--- src/rtl/step_pkg.sv ---
// Shared types and default geometry for the step sequencer: state encoding,
// derived widths and the row-phase count helper.
package step_pkg;

  typedef enum logic [2:0] {
    S_IDLE,
    S_ISSUE,
    S_WAIT,
    S_NEXT,
    S_FIN,
    S_ABORT
  } state_t;

  localparam int N_DEF       = 4;
  localparam int L_DEF       = 8;
  localparam int K_DEF       = 16;
  localparam int TIMEOUT_DEF = 4096;

  function automatic int num_phases(input int l, input int n);
    return (l + n - 1) / n;
  endfunction

  localparam int P_DEF = num_phases(L_DEF, N_DEF);
  localparam int CB_W  = $clog2(K_DEF / N_DEF + 1);
  localparam int PH_W  = $clog2(P_DEF + 1);
  localparam int ROW_W = $clog2(L_DEF * K_DEF / N_DEF + 2 * N_DEF + 1);

endpackage

--- src/rtl/step_sched_if.sv ---
// Host and step-datapath signals of the sequencer; master is the sequencer,
// slave is the host/step side.
interface step_sched_if #(
  parameter int CBW  = step_pkg::CB_W,
  parameter int PHW  = step_pkg::PH_W,
  parameter int ROWW = step_pkg::ROW_W
) ();
  logic            start;
  logic            busy;
  logic            done;
  logic            fail;
  logic            timeout;
  logic [PHW-1:0]  phase;
  logic            step_start;
  logic            step_last_phase;
  logic            step_functionA;
  logic [CBW-1:0]  step_col_block;
  logic [ROWW-1:0] step_first_pass_rows;
  logic            step_done;
  logic            step_fail;

  modport master (
    input  start, step_done, step_fail,
    output busy, done, fail, timeout, phase, step_start, step_last_phase,
           step_functionA, step_col_block, step_first_pass_rows
  );

  modport slave (
    output start, step_done, step_fail,
    input  busy, done, fail, timeout, phase, step_start, step_last_phase,
           step_functionA, step_col_block, step_first_pass_rows
  );
endinterface

--- src/rtl/step_sched_wdog.sv ---
// Per-pass watchdog: clears on each issue, counts wait cycles and flags expiry
// on the TIMEOUT-th wait cycle.
module step_sched_wdog #(
  parameter int TIMEOUT = 4096
) (
  input  logic clk,
  input  logic rst,
  input  logic i_clr,
  input  logic i_en,
  output logic o_expired
);
  localparam int CW = $clog2(TIMEOUT + 1);

  logic [CW-1:0] r_cnt;

  always_ff @(posedge clk or negedge rst) begin
    if (!rst) begin
      r_cnt <= '0;
    end else if (i_clr) begin
      r_cnt <= '0;
    end else if (i_en && (int'(r_cnt) < TIMEOUT)) begin
      r_cnt <= r_cnt + CW'(1);
    end
  end

  // r_cnt holds the number of wait cycles already completed
  assign o_expired = i_en && (int'(r_cnt) >= TIMEOUT - 1);
endmodule

--- src/rtl/step_sched.sv ---
// Elimination sequencer driving one step instance: functionA on the pivot block,
// functionB on later blocks, per row phase. Watchdog enabled by STEP_SCHED_TIMEOUT_EN.
module step_sched
  import step_pkg::*;
#(
  parameter int N       = N_DEF,
  parameter int L       = L_DEF,
  parameter int K       = K_DEF,
  parameter int TIMEOUT = TIMEOUT_DEF
) (
  input logic          clk,
  input logic          rst,
  step_sched_if.master bus
);
  localparam int P    = num_phases(L, N);
  localparam int NB   = K / N;
  localparam int CBW  = $clog2(NB + 1);
  localparam int PHW  = $clog2(P + 1);
  localparam int ROWW = $clog2(L * K / N + 2 * N + 1);

  state_t          r_state;
  logic            r_busy, r_done, r_fail, r_timeout, r_step_start;
  logic            r_fa, r_last, r_more;
  logic [CBW-1:0]  r_cb;
  logic [PHW-1:0]  r_p;
  logic [ROWW-1:0] r_rows;

  logic [CBW-1:0]  w_cb_nxt;
  logic [PHW-1:0]  w_p_nxt;
  logic            w_fa_nxt, w_more, w_expired;

  always_comb begin
    w_cb_nxt = r_cb;
    w_p_nxt  = r_p;
    w_fa_nxt = r_fa;
    w_more   = 1'b1;
    if (int'(r_cb) < NB - 1) begin
      w_cb_nxt = r_cb + CBW'(1);
      w_fa_nxt = 1'b0;
    end else if (int'(r_p) < P - 1) begin
      w_p_nxt  = r_p + PHW'(1);
      w_cb_nxt = CBW'(r_p) + CBW'(1);
      w_fa_nxt = 1'b1;
    end else begin
      w_more = 1'b0;
    end
  end

`ifdef STEP_SCHED_TIMEOUT_EN
  step_sched_wdog #(.TIMEOUT(TIMEOUT)) u_wdog (
    .clk       (clk),
    .rst       (rst),
    .i_clr     (r_state == S_ISSUE),
    .i_en      (r_state == S_WAIT),
    .o_expired (w_expired)
  );
`else
  logic w_unused_timeout;
  assign w_unused_timeout = ^TIMEOUT;
  assign w_expired        = 1'b0;
`endif

  always_ff @(posedge clk or negedge rst) begin
    if (!rst) begin
      r_state      <= S_IDLE;
      r_busy       <= 1'b0;
      r_done       <= 1'b0;
      r_fail       <= 1'b0;
      r_timeout    <= 1'b0;
      r_step_start <= 1'b0;
      r_fa         <= 1'b0;
      r_last       <= 1'b0;
      r_more       <= 1'b0;
      r_cb         <= '0;
      r_p          <= '0;
      r_rows       <= '0;
    end else begin
      r_step_start <= 1'b0;
      r_done       <= 1'b0;
      r_fail       <= 1'b0;
      r_timeout    <= 1'b0;
      case (r_state)
        S_IDLE: if (bus.start) begin
          r_state      <= S_ISSUE;
          r_busy       <= 1'b1;
          r_step_start <= 1'b1;
          r_cb         <= '0;
          r_p          <= '0;
          r_fa         <= 1'b1;
          r_last       <= (P == 1);
          r_rows       <= '0;
        end
        S_ISSUE: r_state <= S_WAIT;
        S_WAIT: if (bus.step_done) begin
          if (bus.step_fail && r_fa) begin
            r_state <= S_ABORT;
            r_fail  <= 1'b1;
            r_busy  <= 1'b0;
          end else begin
            // Advance config here so it settles a full cycle before the next start
            r_state <= S_NEXT;
            r_cb    <= w_cb_nxt;
            r_p     <= w_p_nxt;
            r_fa    <= w_fa_nxt;
            r_last  <= (int'(w_p_nxt) == P - 1);
            r_rows  <= ROWW'(int'(w_cb_nxt) * L + int'(w_p_nxt) * N);
            r_more  <= w_more;
          end
        end else if (w_expired) begin
          r_state   <= S_ABORT;
          r_fail    <= 1'b1;
          r_timeout <= 1'b1;
          r_busy    <= 1'b0;
        end
        S_NEXT: if (r_more) begin
          r_state      <= S_ISSUE;
          r_step_start <= 1'b1;
        end else begin
          r_state <= S_FIN;
          r_done  <= 1'b1;
          r_busy  <= 1'b0;
        end
        S_FIN:   r_state <= S_IDLE;
        S_ABORT: r_state <= S_IDLE;
        default: r_state <= S_IDLE;
      endcase
    end
  end

  assign bus.busy                 = r_busy;
  assign bus.done                 = r_done;
  assign bus.fail                 = r_fail;
  assign bus.timeout              = r_timeout;
  assign bus.phase                = r_p;
  assign bus.step_start           = r_step_start;
  assign bus.step_last_phase      = r_last;
  assign bus.step_functionA       = r_fa;
  assign bus.step_col_block       = r_cb;
  assign bus.step_first_pass_rows = r_rows;
endmodule

--- src/flat_wrapper.sv ---
// flat-port wrapper written by rule: the top's interface ports become plain ports
module step_sched_flat import step_pkg::*;
#(
  parameter int N       = N_DEF,
  parameter int L       = L_DEF,
  parameter int K       = K_DEF,
  parameter int TIMEOUT = TIMEOUT_DEF
)
  (clk, rst, bus_start, bus_step_done, bus_step_fail, bus_busy, bus_done, bus_fail, bus_timeout, bus_phase, bus_step_start, bus_step_last_phase, bus_step_functionA, bus_step_col_block, bus_step_first_pass_rows);
  step_sched_if bus_i ();
  input logic clk;
  input logic rst;
  input wire logic [$bits(bus_i.start)-1:0] bus_start;
  input wire logic [$bits(bus_i.step_done)-1:0] bus_step_done;
  input wire logic [$bits(bus_i.step_fail)-1:0] bus_step_fail;
  output wire logic [$bits(bus_i.busy)-1:0] bus_busy;
  output wire logic [$bits(bus_i.done)-1:0] bus_done;
  output wire logic [$bits(bus_i.fail)-1:0] bus_fail;
  output wire logic [$bits(bus_i.timeout)-1:0] bus_timeout;
  output wire logic [$bits(bus_i.phase)-1:0] bus_phase;
  output wire logic [$bits(bus_i.step_start)-1:0] bus_step_start;
  output wire logic [$bits(bus_i.step_last_phase)-1:0] bus_step_last_phase;
  output wire logic [$bits(bus_i.step_functionA)-1:0] bus_step_functionA;
  output wire logic [$bits(bus_i.step_col_block)-1:0] bus_step_col_block;
  output wire logic [$bits(bus_i.step_first_pass_rows)-1:0] bus_step_first_pass_rows;
  assign bus_i.start = bus_start;
  assign bus_i.step_done = bus_step_done;
  assign bus_i.step_fail = bus_step_fail;
  assign bus_busy = bus_i.busy;
  assign bus_done = bus_i.done;
  assign bus_fail = bus_i.fail;
  assign bus_timeout = bus_i.timeout;
  assign bus_phase = bus_i.phase;
  assign bus_step_start = bus_i.step_start;
  assign bus_step_last_phase = bus_i.step_last_phase;
  assign bus_step_functionA = bus_i.step_functionA;
  assign bus_step_col_block = bus_i.step_col_block;
  assign bus_step_first_pass_rows = bus_i.step_first_pass_rows;
  step_sched #(.N(N), .L(L), .K(K), .TIMEOUT(TIMEOUT)) u_core (.clk(clk), .rst(rst), .bus(bus_i));
endmodule
--- config.mk ---
export PLATFORM = sky130hd
export DESIGN_NAME = step_sched_flat
export DESIGN_NICKNAME = d
export VERILOG_FILES = /design/src/rtl/step_pkg.sv /design/src/rtl/step_sched_if.sv /design/src/rtl/step_sched_wdog.sv /design/src/rtl/step_sched.sv /design/src/flat_wrapper.sv
export SDC_FILE = /design/constraint.sdc
export NUM_CORES = 1
export LEC_CHECK = 0
export CORE_ASPECT_RATIO = 0.7
export CORE_MARGIN = 5
export CORE_UTILIZATION = 44
export DETAILED_ROUTE_END_ITERATION = 8
export PLACE_DENSITY = 0.75
export RECOVER_POWER = 25
export SLEW_MARGIN = 20
export SYNTH_ARGS = -nofsm -noshare
export SYNTH_HDL_FRONTEND = slang
export SYNTH_SLANG_ARGS = --single-unit
--- constraint.sdc ---
create_clock -name clk -period 2 [get_ports clk]
set_clock_uncertainty 0.05 [all_clocks]
set_input_delay 0.4 -clock clk [delete_from_list [all_inputs] [get_ports clk]]
set_output_delay 0.4 -clock clk [all_outputs]
set_load 0.1 [all_outputs]
==> results of run 1 <==
## layout make-up
| type | count | area (um2) |
|---|---|---|
| clock buffers | 4 | 36.3 |
| fillers | 177 | 766 |
| inverters | 5 | 26.3 |
| multi-input cells | 71 | 553 |
| flip-flops and latches | 18 | 464 |
| well taps | 32 | 40.0 |
| repair buffers | 24 | 287 |
## flip-flops by register name (all words and copies together), names as in the netlist
| register | cells |
|---|---|
| u_core.bus.step_col_block | 3 |
| u_core.r_more | 1 |
| u_core.bus.step_functionA | 1 |
| u_core.bus.step_last_phase | 1 |
| u_core.bus.step_start | 1 |
| u_core.bus.step_first_pass_rows | 3 |
| u_core.bus.done | 1 |
| u_core.bus.busy | 1 |
| u_core.r_state | 3 |
| u_core.bus.phase | 2 |
| u_core.bus.fail | 1 |
## layout by cell type, fill, tap and decap left out, drive strengths merged, types with 4 or more instances in the layout
cell type and count:
a22o 6, ha 7, nor2 8, o21ai 4
a21oi 6, buf 19, nand2 8, clkbuf 5
inv 5, dfrtp 18
## power by group through the flow
| stage | Clock (W) | Sequential (W) | Combinational [W] |
|---|---|---|---|
| after CTS | 0.000232 | 0.000657 | 0.00149 |
| after floorplan | 0 | 0.00113 | 0.000574 |
| after global placement | 0 | 0.000657 | 0.00146 |
| after detailed placement | 0 | 0.000665 | 0.00149 |
| after global routing | 0.000252 | 0.000681 | 0.00160 |
| final | 0.000228 | 0.000661 | 0.00151 |
## metrics by stage
step | total power, W | TNS, ns
final | 0.00240 | 0
after global routing | 0.00253 | -0.0189
after CTS | 0.00238 | 0
after detailed placement | 0.00215 | 0
after global placement | 0.00211 | 0
after floorplan | 0.00171 | 0
## metal layers
layer	vias to the layer above	share of wire	track usage
met3	9	0.082	0.0477
met4	0	0.024	0.0539
met2	38	0.48	0.227
met5	-	0	0
li1	394	-	-
met1	405	0.41	0.201
## path summary, 6_finish.rpt
| check | from | endpoint |
|---|---|---|
| max in group asynchronous | rst | u_core.bus.step_col_block[1] |
| max reg2reg | u_core.bus.phase[0] | u_core.bus.step_first_pass_rows[5] |
| min | u_core.bus.step_first_pass_rows[3] | u_core.bus.step_first_pass_rows[3] |
| max | u_core.bus.phase[0] | u_core.bus.step_first_pass_rows[5] |
| min reg2reg | u_core.bus.step_first_pass_rows[3] | u_core.bus.step_first_pass_rows[3] |
| min in group asynchronous | rst | u_core.r_more |
## cells by family (layout without fill, tap and decap cells)
logic type	count (synthesis)	count (layout)	synth area share
AND/OR/NAND/NOR	28	28	0.144
AO/OA/AOI/OAI	27	27	0.193
flip-flops	18	18	0.446
buffers and inverters	12	33	0.0631
adder cells (fa/ha/maj)	7	7	0.0866
multiplexers	5	5	0.0557
other	1	3	0.00371
XOR/XNOR	1	1	0.00866
## cell usage after synthesis
library cell	n
dfrtp_1	18
a21oi_2	1
and2_1	1
a21boi_0	1
inv_1	5
o21bai_1	1
mux2i_1	3
conb_1	1
buf_2	3
mux2_4	1
nor2_1	6
nand4_1	2
nor2_4	1
nor3_1	2
a22o_1	6
ha_1	7
o21ai_0	3
o2bb2ai_1	3
nand2b_1	1
a21oi_1	5
a31oi_1	2
o21ai_1	1
nand4bb_1	1
or2_1	1
buf_4	4
nor3b_1	1
a21bo_2	1
a2bb2oi_1	2
o21a_1	1
xnor2_1	1
nand2_1	8
nor2_2	1
mux2_2	1
nand3_1	3
## timing repair
| action | CTS | global route |
|---|---|---|
| resized for setup | 0 | 6 |
| hold buffers | 0 | 0 |
| endpoints found under the setup margin | 0 | 2 |
==> impl_metrics.ini, run 1 <==
[power_and_ir_drop]
p_clk_frac = 0.095
p_leak_nw = 0.648
switchingPower_w = 0.00130
vdd_drop_max_mv = 0.934
swShare = 0.541
comb_power_share = 0.629
cellPowerDensity_mw_per_mm2 = 1700
share_seq_of_total_power = 0.276
p_int_w = 0.00110

[clocking]
cts_root_buf = clkbuf_4
cts-buffers-inserted = 3
clockBufferDepth = 2
cts_tree = yes
worstSkewPairLatency_ns = 0.30
clk_pin_slew_ns = 0.10
cts.sinks = 18
post_cts_buffers = 0
cts_htree_levels = 1

[critical_path]
critical_path_class = reg -> reg
cp_num_buf_inv = 2
cp.depth = 9
cp_max_fo = 5
start_kind = flop
cp_slowest_cell = dfrtp_4
cp_top_family = adder cells
crit_required_ns = 2.15
crit_chain = inv_6 > ha_4 > inv_1 > o21ai_2 > o21ai_2 > ha_2 > ha_1 > xnor2_1 > a22o_1
arrival_ns = 2.10
max_stage_delay_ns = 0.51
regToRegSetupSlack_ns = 0.05
cp_common_cell = o21ai_2
endpoint_kind = flop
reg2reg_depth = 9

[global_routing]
grt_pass1_vias = 832
overflow = 0
grt_pass1_wl_um = 3860
grt_max_degree = 19
grtUsageTotal = 0.150
antenna_found_initial = 0

[sta]
fmax_mhz = 512
min_period_ns = 1.95
drv_slew = 0
fin_crit_sh = 0.977
hold_viol = 0
holdWs_ns = 0.460
setup_viol = 0
worst_pin_slew_ns = 0.940
setup_slack_ns = 0.0461
maxSlewHeadroom = 0.374

[route]
dr.pass1.iters = 4
num_vias = 846
post-route-drc-count = 0
routed_wl_um = 2330
drt_first_iter_violations = 35
via_per_inst = 5.49
ant_nets = 0
wl_per_cell_um = 15.1

[floorplanning]
rows = 14
io_pins = 23
dieArea_mm2 = 0.00337
core-area_mm2 = 0.00217
die_h_um = 50.1
die_w_um = 67.3
initial_utilization = 0.465

[yosys]
avgSynthCellArea_um2 = 10.2
yosys.area.top_type = dfrtp_1
yosysWarnings = 0
yosysTopAreaCellShare = 0.446
synth_area_mm2 = 0.00101
yosysSeqAreaShare = 0.446
yosys-top-cells-area = dfrtp_1 (45%), ha_1 (8.7%), a22o_1 (5.2%), mux2i_1 (3.0%), buf_4 (3.0%)
ys_types = 34
syn_inst = 99
yosys_register_bits = 18

[cells_and_area]
utilization = 0.647
fin_nets = 135
stdcell_count = 154
fin_area_mm2 = 0.00141
final_layout_size_suffix_gt1_frac = 0.344
n_antenna_cell = 0
synthToLayoutAreaGrowth_pct = 39.1

[outcome]
status = finished clean

[flow_run]
cap_violations = 0

[hold_path]
worstHoldPathCells = 1
worstHoldPathType = reg -> reg

[placed_design]
gp_congestion = 0.770
port_buffers = 19
pre_cts_slack_ns = 0.0241
placed_area_mm2 = 0.00136
place_inst = 150
post-dp-hpwl_um = 1770
(Power assumes the default switching activity.)
==> run 2, diff against run 1 <==
--- a/config.mk
+++ b/config.mk
@@ -6,7 +6,7 @@
 export NUM_CORES = 1
 export LEC_CHECK = 0
 export CORE_ASPECT_RATIO = 0.7
-export CORE_MARGIN = 5
+export CORE_MARGIN = 4
 export CORE_UTILIZATION = 44
 export DETAILED_ROUTE_END_ITERATION = 8
 export PLACE_DENSITY = 0.75
==> impl_metrics.ini, run 2 (synthesis results as in run 1) <==
[sta]
holdWs_ns = 0.456
drv_slew = 0
setup_viol = 0
setup_tns_ns = 0
fin_crit_sh = 0.968
fmax_mhz = 517
hold_viol = 0
min_period_ns = 1.94
worst_pin_slew_ns = 0.955
maxSlewHeadroom = 0.363

[placed_design]
port_buffers = 19
post-dp-hpwl_um = 1670
gp_congestion = 0.760

[global_routing]
grt_pass1_vias = 712
grt_pass1_wl_um = 3490
grt_max_degree = 19
antenna_found_initial = 0
overflow = 0
grtUsageTotal = 0.150

[floorplanning]
io_pins = 23
rows = 14
die_h_um = 48.1
initial_utilization = 0.465
die_w_um = 65.3
dieArea_mm2 = 0.00314
core-area_mm2 = 0.00217

[cells_and_area]
final_common_cell = dfrtp_1
fin_nets = 135
final_layout_size_suffix_gt1_frac = 0.328
final.fill_count = 174
final_cell_mix = dfrtp_1 (13), buf_4 (11), nand2_1 (8), buf_12 (8)
n_antenna_cell = 0
synthToLayoutAreaGrowth_pct = 38.1
utilization = 0.643

[clocking]
cts-buffers-inserted = 3
clockBufferDepth = 2
cts_tree = yes
worstSkewPairLatency_ns = 0.30
post_cts_buffers = 0
cts_htree_levels = 1
cts_root_buf = clkbuf_4
cts.sinks = 18
clk_pin_slew_ns = 0.10

[route]
num_vias = 798
ant_nets = 0
dr.pass1.iters = 4
drt_first_iter_violations = 27
via_per_inst = 5.18
wl_per_cell_um = 13.9
post-route-drc-count = 0
routed_wl_um = 2150

[critical_path]
cp_max_fo = 5
crit_required_ns = 2.14
critical_path_class = reg -> reg
arrival_ns = 2.08
start_kind = flop
endpoint_kind = flop

[power_and_ir_drop]
p_leak_nw = 0.647
vdd_drop_max_mv = 0.753
cellPowerDensity_mw_per_mm2 = 1690

[hold_path]
worstHoldPathType = reg -> reg

[outcome]
status = finished clean

[flow_run]
cap_violations = 0
## run 2: path summary, 6_finish.rpt
check,start,endpoint,cells after the start,slack [ns]
worst max-delay path,u_core.bus.phase[0],u_core.bus.step_first_pass_rows[5],8,0.06
worst min-delay path,u_core.r_more,u_core.bus.done,1,0.46
worst max register to register,u_core.bus.phase[0],u_core.bus.step_first_pass_rows[5],8,0.06
worst min register to register,u_core.r_more,u_core.bus.done,1,0.46
max in group asynchronous,rst,u_core.bus.step_col_block[1],2,0.51
min in group asynchronous,rst,u_core.r_more,2,0.70
## run 2: final cells by class
type                            instances  area (um2)  area share
Tap cell                               32        40.0      0.0287
Inverter                                5        26.3      0.0188
Sequential cell                        18         464       0.332
Clock buffer                            4        36.3      0.0260
Multi-Input combinational cell         71         543       0.389
Timing Repair Buffer                   24         287       0.205
## run 2: per-layer routing
metal  up-vias  part of all wire  global-route usage
met5         -                 0                   0
met4         0                 0              0.0124
met3         0             0.089              0.0622
met2        40              0.44               0.225
met1       360              0.48               0.211
li1        398                 -                   -
## run 2: critical path, cell delays in order, from the launching register on
cell and delay (ns):
dfrtp_4 0.51, inv_6 0.09, ha_4 0.19, nand2_1 0.08, a21boi_0 0.20, o21ai_0 0.14
ha_1 0.24, xnor2_1 0.13, a22o_1 0.18
## run 2: repair_timing
action	in CTS	in global routing
hold buffers	0	0
resized for setup	0	2
setup endpoints to repair	0	2
## run 2: power breakdown
group / leakage (nW) / switching [W] / internal, W
sequential: 0.223 / 0.000176 / 0.000479
clock: 0.0210 / 0.000114 / 0.000111
combinational: 0.403 / 0.000974 / 0.000506
## run 2: stage by stage
step | instance area, um2 | std cells | worst slack, ns | total power (W)
2_1_floorplan | 1070 | 101 | 0.00631 | 0.00171
3_3_place_gp | 1360 | 150 | 0.126 | 0.00211
3_5_place_dp | 1360 | 150 | 0.0145 | 0.00214
4_1_cts | 1400 | 154 | 0.0251 | 0.00237
5_1_grt | 1400 | 154 | -0.00474 | 0.00249
6_report | 1400 | 154 | 0.0642 | 0.00236
==> run 3, diff against run 2 <==
--- a/config.mk
+++ b/config.mk
@@ -7,9 +7,9 @@
 export LEC_CHECK = 0
 export CORE_ASPECT_RATIO = 0.7
 export CORE_MARGIN = 4
-export CORE_UTILIZATION = 44
+export CORE_UTILIZATION = 50
 export DETAILED_ROUTE_END_ITERATION = 8
-export PLACE_DENSITY = 0.75
+export PLACE_DENSITY = 0.81
 export RECOVER_POWER = 25
 export SLEW_MARGIN = 20
 export SYNTH_ARGS = -nofsm -noshare
==> constraint.sdc (replaced) <==
create_clock -name clk -period 2.25 [get_ports clk]
set_clock_uncertainty 0.05 [all_clocks]
set_input_delay 0.45 -clock clk [delete_from_list [all_inputs] [get_ports clk]]
set_output_delay 0.45 -clock clk [all_outputs]
set_load 0.1 [all_outputs]
==> impl_metrics.ini, run 3 (synthesis results as in run 1) <==
[critical_path]
r2r_start = u_core.bus.phase[0]
reg2reg_depth = 9
arrival_ns = 2.28
crit_required_ns = 2.39
cp_max_fo = 6
r2r-end = u_core.bus.step_first_pass_rows[5]
max_stage_delay_ns = 0.47
critical_path_class = reg -> reg
cp_common_cell = ha_1
cp_slowest_cell = dfrtp_2
regToRegSetupSlack_ns = 0.10
crit_chain = inv_2 > ha_1 > inv_1 > o21ai_0 > o21ai_0 > ha_1 > ha_1 > xnor2_1 > a22o_1
endpoint_kind = flop
start_kind = flop
crit_path_start = u_core.bus.phase[0]

[placed_design]
post-dp-hpwl_um = 1580
port_buffers = 19
gp_congestion = 0.814
place_inst = 137
placed_area_mm2 = 0.00117

[clocking]
cts_tree = yes
hold_buffers = 0
clk_pin_slew_ns = 0.11
worstSkewPairLatency_ns = 0.30
clockBufferDepth = 2
cts_root_buf = clkbuf_4
cts.sinks = 18
cts_htree_levels = 1
post_cts_buffers = 0
cts-buffers-inserted = 3

[sta]
maxSlewHeadroom = 0.388
min_period_ns = 2.15
setup_viol = 0
setup_tns_ns = 0
drv_slew = 0
worst_pin_slew_ns = 0.918
fmax_mhz = 466
rsz0062_at_grt = no
fin_crit_sh = 0.954
hold_viol = 0

[cells_and_area]
synthToLayoutAreaGrowth_pct = 19.4
final_common_cell = buf_4
stdcell_count = 141
fin_area_mm2 = 0.00121
final_layout_size_suffix_gt1_frac = 0.269
fin_nets = 132
final_cell_mix = buf_4 (16), dfrtp_1 (13), nand2_1 (8)
multiInputGateArea_um2 = 504
final.fill_count = 149
utilization = 0.640
n_antenna_cell = 0
seq_area_um2 = 457

[global_routing]
grt_max_degree = 19
grt_pass1_wl_um = 3500
grtUsageTotal = 0.173
overflow = 0
grt_pass1_vias = 719
antenna_found_initial = 0

[route]
dr.pass1.iters = 4
post-route-drc-count = 0
wl_per_cell_um = 14.8
via_per_inst = 5.77
num_vias = 813
routed_wl_um = 2090
ant_nets = 0
drt_first_iter_violations = 36

[outcome]
status = finished clean

[floorplanning]
dieArea_mm2 = 0.00282
core-area_mm2 = 0.00189
die_w_um = 61.7
io_pins = 23
initial_utilization = 0.536
rows = 13
die_h_um = 45.6

[hold_path]
min_from = u_core.r_more
worstHoldPathCells = 1
min_to = u_core.bus.done
worstHoldPathType = reg -> reg

[flow_run]
cap_violations = 0
-- run 3: final cells by class --
| class | count | area share |
|---|---|---|
| Inverter | 5 | 0.0155 |
| Clock buffer | 4 | 0.0301 |
| Multi-Input combinational cell | 71 | 0.418 |
| Sequential cell | 18 | 0.378 |
| Timing Repair Buffer | 21 | 0.136 |
| Tap cell | 22 | 0.0228 |
-- run 3: worst max path at each step --
stage,end
2_1_floorplan,u_core.bus.step_first_pass_rows[4]
3_3_place_gp,u_core.bus.step_first_pass_rows[5]
3_5_place_dp,u_core.bus.step_first_pass_rows[5]
4_1_cts,u_core.bus.step_first_pass_rows[5]
5_1_grt,u_core.bus.step_first_pass_rows[5]
6_report,u_core.bus.step_first_pass_rows[5]
-- run 3: worst max-delay path, delay by kind of cell (launching register included) --
| family | cells | cell delay (ns) |
|---|---|---|
| AOI/OAI and AO/OA | 3 | 0.53 |
| adders and majority gates | 3 | 0.68 |
| DFF | 1 | 0.47 |
| xor gates and xnor gates | 1 | 0.14 |
| buffers and inverters | 2 | 0.18 |
-- run 3: timing repair --
| action | 4_1_cts | 5_1_grt |
|---|---|---|
| gates resized for setup | 0 | 1 |
| endpoints found under the hold margin | 0 | 0 |
| setup endpoints to repair | 0 | 1 |
-- run 3: routing by layer --
metal  global-route usage  up-vias  share of wire
met4               0.0254        0              0
met3               0.0510        0          0.067
met2                0.253       28           0.46
li1                     -      386              -
met1                0.257      399           0.48
met5                    0        -              0
-- run 3: metrics by stage --
stage / setup slack (ns) / hold WS [ns]
after floorplan: -0.00566 / 0.104
after CTS: 0.0812 / 0.420
final: 0.103 / 0.461
after detailed placement: 0.108 / 0.429
after global routing: 0.0402 / 0.479
after global placement: 0.216 / 0.426
Power of run 3 is left out: the tool's default activity adds up to more than one toggle a clock period on the data nets, which glitch-free logic cannot reach.
